==> config.mk <==
export PLATFORM = sky130hd
export DESIGN_NAME = control_sequencer
export DESIGN_NICKNAME = d
export VERILOG_FILES = /design/src/rtl/cpu_ctrl_pkg.sv /design/src/rtl/instr_class_decode.sv /design/src/rtl/control_sequencer.sv
export SDC_FILE = /design/constraint.sdc
export NUM_CORES = 1
export LEC_CHECK = 0
export ABC_AREA = 1
export CELL_PAD_IN_SITES_DETAIL_PLACEMENT = 0
export CELL_PAD_IN_SITES_GLOBAL_PLACEMENT = 1
export CORE_AREA = 5 5 90 109
export CTS_CLUSTER_SIZE = 14
export DETAILED_ROUTE_END_ITERATION = 8
export DIE_AREA = 0 0 95 114
export PLACE_DENSITY = 0.8
export SYNTH_ARGS = -nofsm -noshare
export SYNTH_HDL_FRONTEND = slang
export SYNTH_SLANG_ARGS = --single-unit
==> constraint.sdc <==
create_clock -name clk -period 1.8 [get_ports clk]
set_clock_uncertainty 0.15 [all_clocks]
set_input_delay 0.36 -clock clk [delete_from_list [all_inputs] [get_ports clk]]
set_output_delay 0.36 -clock clk [all_outputs]
set_load 0.005 [all_outputs]
==> src/rtl/cpu_ctrl_pkg.sv <==
`default_nettype none
// +----------------------------------------------------------------------+
// | cpu_ctrl_pkg: opcodes, sequencer states, instruction classes and the |
// | per-step strobe decode for the Mini SRC control unit.  Rev 1.0       |
// +----------------------------------------------------------------------+
package cpu_ctrl_pkg;

  localparam logic [4:0] OP_LD   = 5'b00000;
  localparam logic [4:0] OP_LDI  = 5'b00001;
  localparam logic [4:0] OP_ST   = 5'b00010;
  localparam logic [4:0] OP_ADD  = 5'b00011;
  localparam logic [4:0] OP_SUB  = 5'b00100;
  localparam logic [4:0] OP_AND  = 5'b00101;
  localparam logic [4:0] OP_OR   = 5'b00110;
  localparam logic [4:0] OP_ROR  = 5'b00111;
  localparam logic [4:0] OP_ROL  = 5'b01000;
  localparam logic [4:0] OP_SHR  = 5'b01001;
  localparam logic [4:0] OP_SHRA = 5'b01010;
  localparam logic [4:0] OP_SHL  = 5'b01011;
  localparam logic [4:0] OP_ADDI = 5'b01100;
  localparam logic [4:0] OP_ANDI = 5'b01101;
  localparam logic [4:0] OP_ORI  = 5'b01110;
  localparam logic [4:0] OP_DIV  = 5'b01111;
  localparam logic [4:0] OP_MUL  = 5'b10000;
  localparam logic [4:0] OP_NEG  = 5'b10001;
  localparam logic [4:0] OP_NOT  = 5'b10010;
  localparam logic [4:0] OP_BR   = 5'b10011;
  localparam logic [4:0] OP_JR   = 5'b10100;
  localparam logic [4:0] OP_JAL  = 5'b10101;
  localparam logic [4:0] OP_IN   = 5'b10110;
  localparam logic [4:0] OP_OUT  = 5'b10111;
  localparam logic [4:0] OP_MFLO = 5'b11000;
  localparam logic [4:0] OP_MFHI = 5'b11001;
  localparam logic [4:0] OP_NOP  = 5'b11010;
  localparam logic [4:0] OP_HALT = 5'b11011;

  typedef enum logic [3:0] {
    S_RST  = 4'd0,
    S_T0   = 4'd1,
    S_T1   = 4'd2,
    S_T2   = 4'd3,
    S_T3   = 4'd4,
    S_T4   = 4'd5,
    S_T5   = 4'd6,
    S_T6   = 4'd7,
    S_T7   = 4'd8,
    S_HALT = 4'd9
  } state_t;

  typedef enum logic [3:0] {
    CL_ALU, CL_IMM, CL_NEGNOT, CL_MULDIV, CL_LD, CL_LDI, CL_ST, CL_BR,
    CL_JR, CL_JAL, CL_IN, CL_OUT, CL_MFHI, CL_MFLO, CL_NOP, CL_HALT
  } iclass_t;

  typedef struct packed {
    logic gra, grb, grc, rin, r_out, ba_out;
    logic pc_out, mdr_out, zhi_out, zlo_out, hi_out, lo_out, in_out, c_out;
    logic mar_in, mdr_in, pc_in, ir_in, y_in, z_in, hi_in, lo_in, con_in, out_rd;
    logic inc_pc, read, write;
    logic [4:0] op_sel;
    logic run;
  } ctl_t;

  function automatic state_t last_step(input logic [2:0] len);
    case (len)
      3'd1:    last_step = S_T3;
      3'd2:    last_step = S_T4;
      3'd3:    last_step = S_T5;
      3'd4:    last_step = S_T6;
      default: last_step = S_T7;
    endcase
  endfunction

  function automatic logic [4:0] imm_alu_op(input logic [4:0] op);
    case (op)
      OP_ANDI: imm_alu_op = OP_AND;
      OP_ORI:  imm_alu_op = OP_OR;
      default: imm_alu_op = OP_ADD;
    endcase
  endfunction

  // The conditional PC load in T6 of br is not produced here; it depends on live CON_FF.
  function automatic ctl_t ctl_decode(input state_t s, input iclass_t c, input logic [4:0] op);
    ctl_t k;
    k = '0;
    k.run = (s != S_RST) && (s != S_HALT);
    case (s)
      S_T0: begin k.pc_out = 1'b1; k.mar_in = 1'b1; k.inc_pc = 1'b1; k.z_in = 1'b1; end
      S_T1: begin k.zlo_out = 1'b1; k.pc_in = 1'b1; k.read = 1'b1; k.mdr_in = 1'b1; end
      S_T2: begin k.mdr_out = 1'b1; k.ir_in = 1'b1; end
      S_T3: case (c)
        CL_ALU, CL_IMM:      begin k.grb = 1'b1; k.r_out = 1'b1; k.y_in = 1'b1; end
        CL_NEGNOT:           begin k.grb = 1'b1; k.r_out = 1'b1; k.z_in = 1'b1; k.op_sel = op; end
        CL_MULDIV:           begin k.gra = 1'b1; k.r_out = 1'b1; k.y_in = 1'b1; end
        CL_LD, CL_LDI, CL_ST: begin k.grb = 1'b1; k.ba_out = 1'b1; k.y_in = 1'b1; end
        CL_BR:               begin k.gra = 1'b1; k.r_out = 1'b1; k.con_in = 1'b1; end
        CL_JR:               begin k.gra = 1'b1; k.r_out = 1'b1; k.pc_in = 1'b1; end
        CL_JAL:              begin k.pc_out = 1'b1; k.grb = 1'b1; k.rin = 1'b1; end
        CL_IN:               begin k.in_out = 1'b1; k.gra = 1'b1; k.rin = 1'b1; end
        CL_OUT:              begin k.gra = 1'b1; k.r_out = 1'b1; k.out_rd = 1'b1; end
        CL_MFHI:             begin k.hi_out = 1'b1; k.gra = 1'b1; k.rin = 1'b1; end
        CL_MFLO:             begin k.lo_out = 1'b1; k.gra = 1'b1; k.rin = 1'b1; end
        default: ;
      endcase
      S_T4: case (c)
        CL_ALU:              begin k.grc = 1'b1; k.r_out = 1'b1; k.z_in = 1'b1; k.op_sel = op; end
        CL_IMM:              begin k.c_out = 1'b1; k.z_in = 1'b1; k.op_sel = imm_alu_op(op); end
        CL_NEGNOT:           begin k.zlo_out = 1'b1; k.gra = 1'b1; k.rin = 1'b1; end
        // The ALU needs the opcode to tell mul from div.
        CL_MULDIV:           begin k.grb = 1'b1; k.r_out = 1'b1; k.z_in = 1'b1; k.op_sel = op; end
        CL_LD, CL_LDI, CL_ST: begin k.c_out = 1'b1; k.z_in = 1'b1; k.op_sel = OP_ADD; end
        CL_BR:               begin k.pc_out = 1'b1; k.y_in = 1'b1; end
        CL_JAL:              begin k.gra = 1'b1; k.r_out = 1'b1; k.pc_in = 1'b1; end
        default: ;
      endcase
      S_T5: case (c)
        CL_ALU, CL_IMM, CL_LDI: begin k.zlo_out = 1'b1; k.gra = 1'b1; k.rin = 1'b1; end
        CL_MULDIV:           begin k.zlo_out = 1'b1; k.lo_in = 1'b1; end
        CL_LD, CL_ST:        begin k.zlo_out = 1'b1; k.mar_in = 1'b1; end
        CL_BR:               begin k.c_out = 1'b1; k.z_in = 1'b1; k.op_sel = OP_ADD; end
        default: ;
      endcase
      S_T6: case (c)
        CL_MULDIV:           begin k.zhi_out = 1'b1; k.hi_in = 1'b1; end
        CL_LD:               begin k.read = 1'b1; k.mdr_in = 1'b1; end
        CL_ST:               begin k.gra = 1'b1; k.r_out = 1'b1; k.mdr_in = 1'b1; end
        default: ;
      endcase
      S_T7: case (c)
        CL_LD:               begin k.mdr_out = 1'b1; k.gra = 1'b1; k.rin = 1'b1; end
        CL_ST:               k.write = 1'b1;
        default: ;
      endcase
      default: ;
    endcase
    return k;
  endfunction

endpackage
`default_nettype wire

==> src/rtl/instr_class_decode.sv <==
`default_nettype none
// +----------------------------------------------------------------------+
// | instr_class_decode: opcode to instruction class and execute length.  |
// | Rev 1.0                                                              |
// +----------------------------------------------------------------------+
module instr_class_decode
  import cpu_ctrl_pkg::*;
#(
  parameter bit LINK_RB = 1'b1
) (
  input  logic [4:0] opcode,
  output iclass_t    cls,
  output logic [2:0] exec_len
);

  always_comb begin
    cls = CL_NOP;
    case (opcode)
      OP_ADD, OP_SUB, OP_AND, OP_OR, OP_ROR, OP_ROL, OP_SHR, OP_SHRA, OP_SHL: cls = CL_ALU;
      OP_ADDI, OP_ANDI, OP_ORI: cls = CL_IMM;
      OP_NEG, OP_NOT:           cls = CL_NEGNOT;
      OP_MUL, OP_DIV:           cls = CL_MULDIV;
      OP_LD:                    cls = CL_LD;
      OP_LDI:                   cls = CL_LDI;
      OP_ST:                    cls = CL_ST;
      OP_BR:                    cls = CL_BR;
      OP_JR:                    cls = CL_JR;
      OP_JAL:                   cls = LINK_RB ? CL_JAL : CL_NOP;
      OP_IN:                    cls = CL_IN;
      OP_OUT:                   cls = CL_OUT;
      OP_MFHI:                  cls = CL_MFHI;
      OP_MFLO:                  cls = CL_MFLO;
      OP_HALT:                  cls = CL_HALT;
      default:                  cls = CL_NOP;
    endcase

    case (cls)
      CL_ALU, CL_IMM, CL_LDI:          exec_len = 3'd3;
      CL_NEGNOT, CL_JAL:               exec_len = 3'd2;
      CL_MULDIV, CL_BR:                exec_len = 3'd4;
      CL_LD, CL_ST:                    exec_len = 3'd5;
      CL_JR, CL_IN, CL_OUT, CL_MFHI, CL_MFLO: exec_len = 3'd1;
      default:                         exec_len = 3'd0;
    endcase
  end

endmodule
`default_nettype wire

==> src/rtl/control_sequencer.sv <==
`default_nettype none
// +----------------------------------------------------------------------+
// | control_sequencer: hardwired fetch/execute control unit driving all  |
// | Mini SRC datapath strobes from registered state decode.  Rev 1.0     |
// +----------------------------------------------------------------------+
module control_sequencer
  import cpu_ctrl_pkg::*;
#(
  parameter bit LINK_RB = 1'b1
) (
  input  logic        clk,
  input  logic        clr,
  input  logic [31:0] IR,
  input  logic        CON_FF,
  input  logic        stop,
  output logic        Gra,
  output logic        Grb,
  output logic        Grc,
  output logic        Rin,
  output logic        R_out,
  output logic        BAout,
  output logic        PC_out,
  output logic        MDR_out,
  output logic        Zhi_out,
  output logic        Zlo_out,
  output logic        HI_out,
  output logic        LO_out,
  output logic        In_out,
  output logic        C_out,
  output logic        MARin,
  output logic        MDRin,
  output logic        PCin,
  output logic        IRin,
  output logic        Yin,
  output logic        Zin,
  output logic        HIin,
  output logic        LOin,
  output logic        CONin,
  output logic        Out_rd,
  output logic        IncPC,
  output logic        Read,
  output logic        Write,
  output logic [4:0]  op_sel,
  output logic        run
);

  state_t     state, nxt_state;
  iclass_t    cls_q, nxt_cls, ir_cls;
  logic [4:0] op_q, nxt_op;
  logic [2:0] len_q, nxt_len, ir_len;
  ctl_t       ctl_q;
  logic       br_commit;

  // Register fields are consumed by the datapath's select-and-encode logic, not here.
  logic unused_ir;
  assign unused_ir = ^IR[26:0];

  instr_class_decode #(.LINK_RB(LINK_RB)) u_decode (
    .opcode   (IR[31:27]),
    .cls      (ir_cls),
    .exec_len (ir_len)
  );

  always_comb begin
    nxt_state = state;
    nxt_cls   = cls_q;
    nxt_op    = op_q;
    nxt_len   = len_q;
    case (state)
      S_RST:  nxt_state = S_T0;
      S_T0:   nxt_state = S_T1;
      S_T1:   nxt_state = S_T2;
      S_T2: begin
        nxt_cls = ir_cls;
        nxt_op  = IR[31:27];
        nxt_len = ir_len;
        if (ir_cls == CL_HALT)    nxt_state = S_HALT;
        else if (ir_len == 3'd0)  nxt_state = S_T0;
        else                      nxt_state = S_T3;
      end
      S_HALT: nxt_state = S_HALT;
      default: begin
        if (state == last_step(len_q)) begin
          nxt_state = stop ? S_HALT : S_T0;
        end else begin
          case (state)
            S_T3:    nxt_state = S_T4;
            S_T4:    nxt_state = S_T5;
            S_T5:    nxt_state = S_T6;
            S_T6:    nxt_state = S_T7;
            default: nxt_state = S_T0;
          endcase
        end
      end
    endcase
  end

  // Strobes are decoded from the next state so they are registered alongside it.
  always_ff @(posedge clk or posedge clr) begin
    if (clr) begin
      state     <= S_RST;
      cls_q     <= CL_NOP;
      op_q      <= 5'd0;
      len_q     <= 3'd0;
      ctl_q     <= '0;
      br_commit <= 1'b0;
    end else begin
      state     <= nxt_state;
      cls_q     <= nxt_cls;
      op_q      <= nxt_op;
      len_q     <= nxt_len;
      ctl_q     <= ctl_decode(nxt_state, nxt_cls, nxt_op);
      br_commit <= (nxt_state == S_T6) && (nxt_cls == CL_BR);
    end
  end

  assign Gra     = ctl_q.gra;
  assign Grb     = ctl_q.grb;
  assign Grc     = ctl_q.grc;
  assign Rin     = ctl_q.rin;
  assign R_out   = ctl_q.r_out;
  assign BAout   = ctl_q.ba_out;
  assign PC_out  = ctl_q.pc_out;
  assign MDR_out = ctl_q.mdr_out;
  assign Zhi_out = ctl_q.zhi_out;
  assign Zlo_out = ctl_q.zlo_out | (br_commit & CON_FF);
  assign HI_out  = ctl_q.hi_out;
  assign LO_out  = ctl_q.lo_out;
  assign In_out  = ctl_q.in_out;
  assign C_out   = ctl_q.c_out;
  assign MARin   = ctl_q.mar_in;
  assign MDRin   = ctl_q.mdr_in;
  assign PCin    = ctl_q.pc_in | (br_commit & CON_FF);
  assign IRin    = ctl_q.ir_in;
  assign Yin     = ctl_q.y_in;
  assign Zin     = ctl_q.z_in;
  assign HIin    = ctl_q.hi_in;
  assign LOin    = ctl_q.lo_in;
  assign CONin   = ctl_q.con_in;
  assign Out_rd  = ctl_q.out_rd;
  assign IncPC   = ctl_q.inc_pc;
  assign Read    = ctl_q.read;
  assign Write   = ctl_q.write;
  assign op_sel  = ctl_q.op_sel;
  assign run     = ctl_q.run;

endmodule
`default_nettype wire

==> flow_summary.yaml, run 1 <==
clock_tree:
  cts.clk_slew.worst_paths_ns: 0.09
  cts_root_buf: "clkbuf_8"
  clock_latency_ns: 0.30
  clockBufferDepth: 2
  cts_tree: "yes"
  numCtsBuffers: 5
  h-tree-depth: 2
  cts.sinks: 49
detailed_routing:
  post_drt_wl_per_cell_um: 12.43
  via_count: 2708
  vias_per_cell: 4.469
  drtAntennaViolNets: 0
  drc_errors: 0
  drt_pre_antenna_iters: 4
  drt_iter0_drc: 100
  wl_um: 7530
cells_and_area:
  antenna-diode-count: 0
  final_util_pct: 53.30
  fin_nets: 525
  area_growth_pct: 73.51
  final_layout_size_suffix_gt1_share_pct: 50.00
logic_synthesis:
  syn_area_sq_um: 2688
  syn_nets: 366
  netlist.area_leader.share_pct: 42.83
  synth_area_leader_cell: "dfrtp_1"
  synth_edf_count: 0
  yosysWarnings: 0
  netlist_top_cells_area: "dfrtp_1 (43%), nand2_1 (9.8%), inv_1 (5.4%)"
  synth_cell_type_count: 37
  synth_seq_area_share_pct: 45.76
  avgSynthCellArea_sq_um: 8.244
  synth_ff_type: "dfrtp_1"
  async_flop_share_pct: 100.0
  synth-seq-cells: 49
  syn_inst: 326
worst_setup_path:
  critPathLaunchType: "flip-flop"
  crit_slowest_cell: "dfrtp_1"
  required_ns: 1.90
  worstSetupEndpointType: "flip-flop"
  path_cells: "nor2_2 > inv_2 > nor2_8 > nor2_1 > a31oi_4 > nand2_4 > nor2_4 > nand4_1 > nand3_1 > nand2_1 > inv_1"
  arrival_ns: 2.20
  worstSetupPathType: "flip-flop to flip-flop"
  worst-path-buf-inv: 2
  cpLargestDelayFamily: "simple AND/OR/NAND/NOR gates"
  max_stage_delay_ns: 0.40
  path_max_fanout: 6
timing:
  max_slew_margin_pct: 79.80
  worst-slew-pin-transition_ns: 0.3009
  post-route-period-util_pct: 116.8
  hold_viol_final: 0
  fmax_mhz: 475.6
  finalWorstSetupSlack_ns: -0.3026
  slew_violations: 0
  period_needed_ns: 2.103
  setup_viol: 33
  setup_tns_ns: -5.972
  fin_hold_ws_ns: 0.2631
  rsz0062_at_grt: "true"
floorplanning:
  die_x_um: 95
  ioPinCount: 69
  coreArea_sq_um: 8748
  rows: 38
  fp.dieArea_sq_um: 10830
  start_util_pct: 30.72
  die_h_um: 114
power:
  p_leak_nw: 2.299
  power_switching_mw: 3.784
  comb_power_share_pct: 72.5
  pwr_density_cell_nw_per_um2: 1917
  sw_frac_of_total_pct: 42.33
  power_frac_clock_pct: 8.9
  vdd_ir_drop_max_v: 0.0007729
  intPower_mw: 5.155
  seqPwrFrac_pct: 18.5
grt:
  grt_usage_pct: 14.28
  gr-total-overflow: 0
  grt_pass1_wl_um: 12360
  first_global_vias: 2707
  grt_max_degree: 50
  antenna_found_initial: 0
place:
  gp_congestion: 0.9080
  port_buffers: 41
  dpl.hpwl_um: 5439
  dp_slack_ns: -0.9682
job:
  cap_violations: 0
run_status:
  violations: "setup timing"
  status: "finished, violations left"
worst_hold_path:
  hp-class: "input port to async pin"
-- final timing paths --
kind / start / to / slack [ns] / cells after the start
max in group asynchronous: clr / cls_q[2] / 0.96 / 3
max: state[3] / op_sel[3] / -0.30 / 11
max reg2reg: state[3] / op_sel[3] / -0.30 / 11
min: clr / state[2] / 0.26 / 3
min reg2reg: op_q[3] / op_q[3] / 0.45 / 3
min in group clk: IR[30] / op_q[3] / 0.36 / 3
-- cell type report --
class	count	area (sq um)
Multi-Input combinational cell	218	1540
Timing Repair Buffer	161	1406
Clock buffer	5	68.82
Fill cell	811	4085
Inverter	50	222.7
Tap cell	120	150.1
Clock inverter	3	43.79
Sequential cell	49	1231
-- cell usage in the layout (no fill, tap or decap), drive strengths merged --
cell           count
buf              122
nor2              43
ha                 4
a21oi              6
o211ai             4
inv               51
clkinv             1
a21boi             1
clkdlybuf4s50     34
or2                4
a32o               1
nand2             81
o21ai             23
dfrtp             46
o31ai              2
a31oi              1
clkbuf             5
bufinv             1
clkdlybuf4s15      4
nand4             10
mux2i              1
nor3               4
nand3             29
dlygate4sd2        1
o21bai             4
dfstp              3
-- kinds of logic (layout without fill, tap and decap cells) --
| family | after synthesis | after routing | share of synthesized area (%) |
|---|---|---|---|
| AND/OR/NAND/NOR | 171 | 171 | 31.19 |
| buffers and inverters | 59 | 219 | 9.823 |
| flip-flops | 49 | 49 | 45.76 |
| AO/OA/AOI/OAI | 42 | 42 | 10.99 |
| adder cells (fa/ha/maj) | 4 | 4 | 1.862 |
| multiplexers | 1 | 1 | 0.3725 |
-- power groups by stage --
stage               clock network [mW]  registers (mW)  logic [mW]
floorplan                            0            1.65        2.64
global placement                     0            1.63        4.72
detailed placement                   0            1.65        4.77
CTS                              0.822            1.63        5.69
global route                     0.875            1.70        6.99
finish                           0.798            1.66        6.48
-- metal layers --
metal / track usage [%] / routed length, um / part of all wire [%] / vias to the layer above
met5: 0 / 0 / 0 / -
met4: 3.657 / 118 / 1.6 / 0
met3: 2.507 / 265 / 3.5 / 13
met2: 25.82 / 4107 / 55 / 55
met1: 17.31 / 3038 / 40 / 1283
li1: - / - / - / 1357
-- synth_stat cells, types with 3 or more instances --
library cell	n
nand2_1	70
dfrtp_1	46
inv_1	39
nor2_1	32
nand3_1	28
o21ai_0	13
nand4_1	9
inv_2	8
buf_4	7
nand2_2	7
o21ai_1	7
nor2_2	6
a21oi_1	5
ha_1	4
nand2_4	4
nor2_4	4
nor3_1	4
o211ai_1	4
dfstp_2	3
inv_4	3
o21bai_1	3
or2_2	3
-- through the flow --
stage          power [mW]  std cells  area [sq um]
2_1_floorplan       4.283        326          2804
3_3_place_gp        6.354        561          3931
3_5_place_dp        6.423        561          3931
4_1_cts             8.137        590          4390
5_1_grt             9.567        606          4663
6_report            8.939        606          4663
-- sequential cells by signal (all words and copies together), names as in the netlist, 2 cells and up --
signal,count
ctl_q,2
len_q,3
op_sel,5
state,4
op_q,5
cls_q,4
-- worst min-delay path, cell delays in order --
cell,delay [ns]
clkdlybuf4s50_1,0.41
inv_2,0.07
buf_12,0.25
-- timing repair --
action	in CTS	in global routing
gates resized for setup	83	42
gates cloned	0	0
hold buffers	0	0
pin swaps	35	21
endpoints found under the setup margin	40	41
setup buffers	23	17
Power figures use the tool's default switching activity.
==> run 2, diff against run 1 <==
CAP_MARGIN = 20   (was unset)
==> results of run 2 <==
Final layout, timing and power as in run 1 (identical DEF).
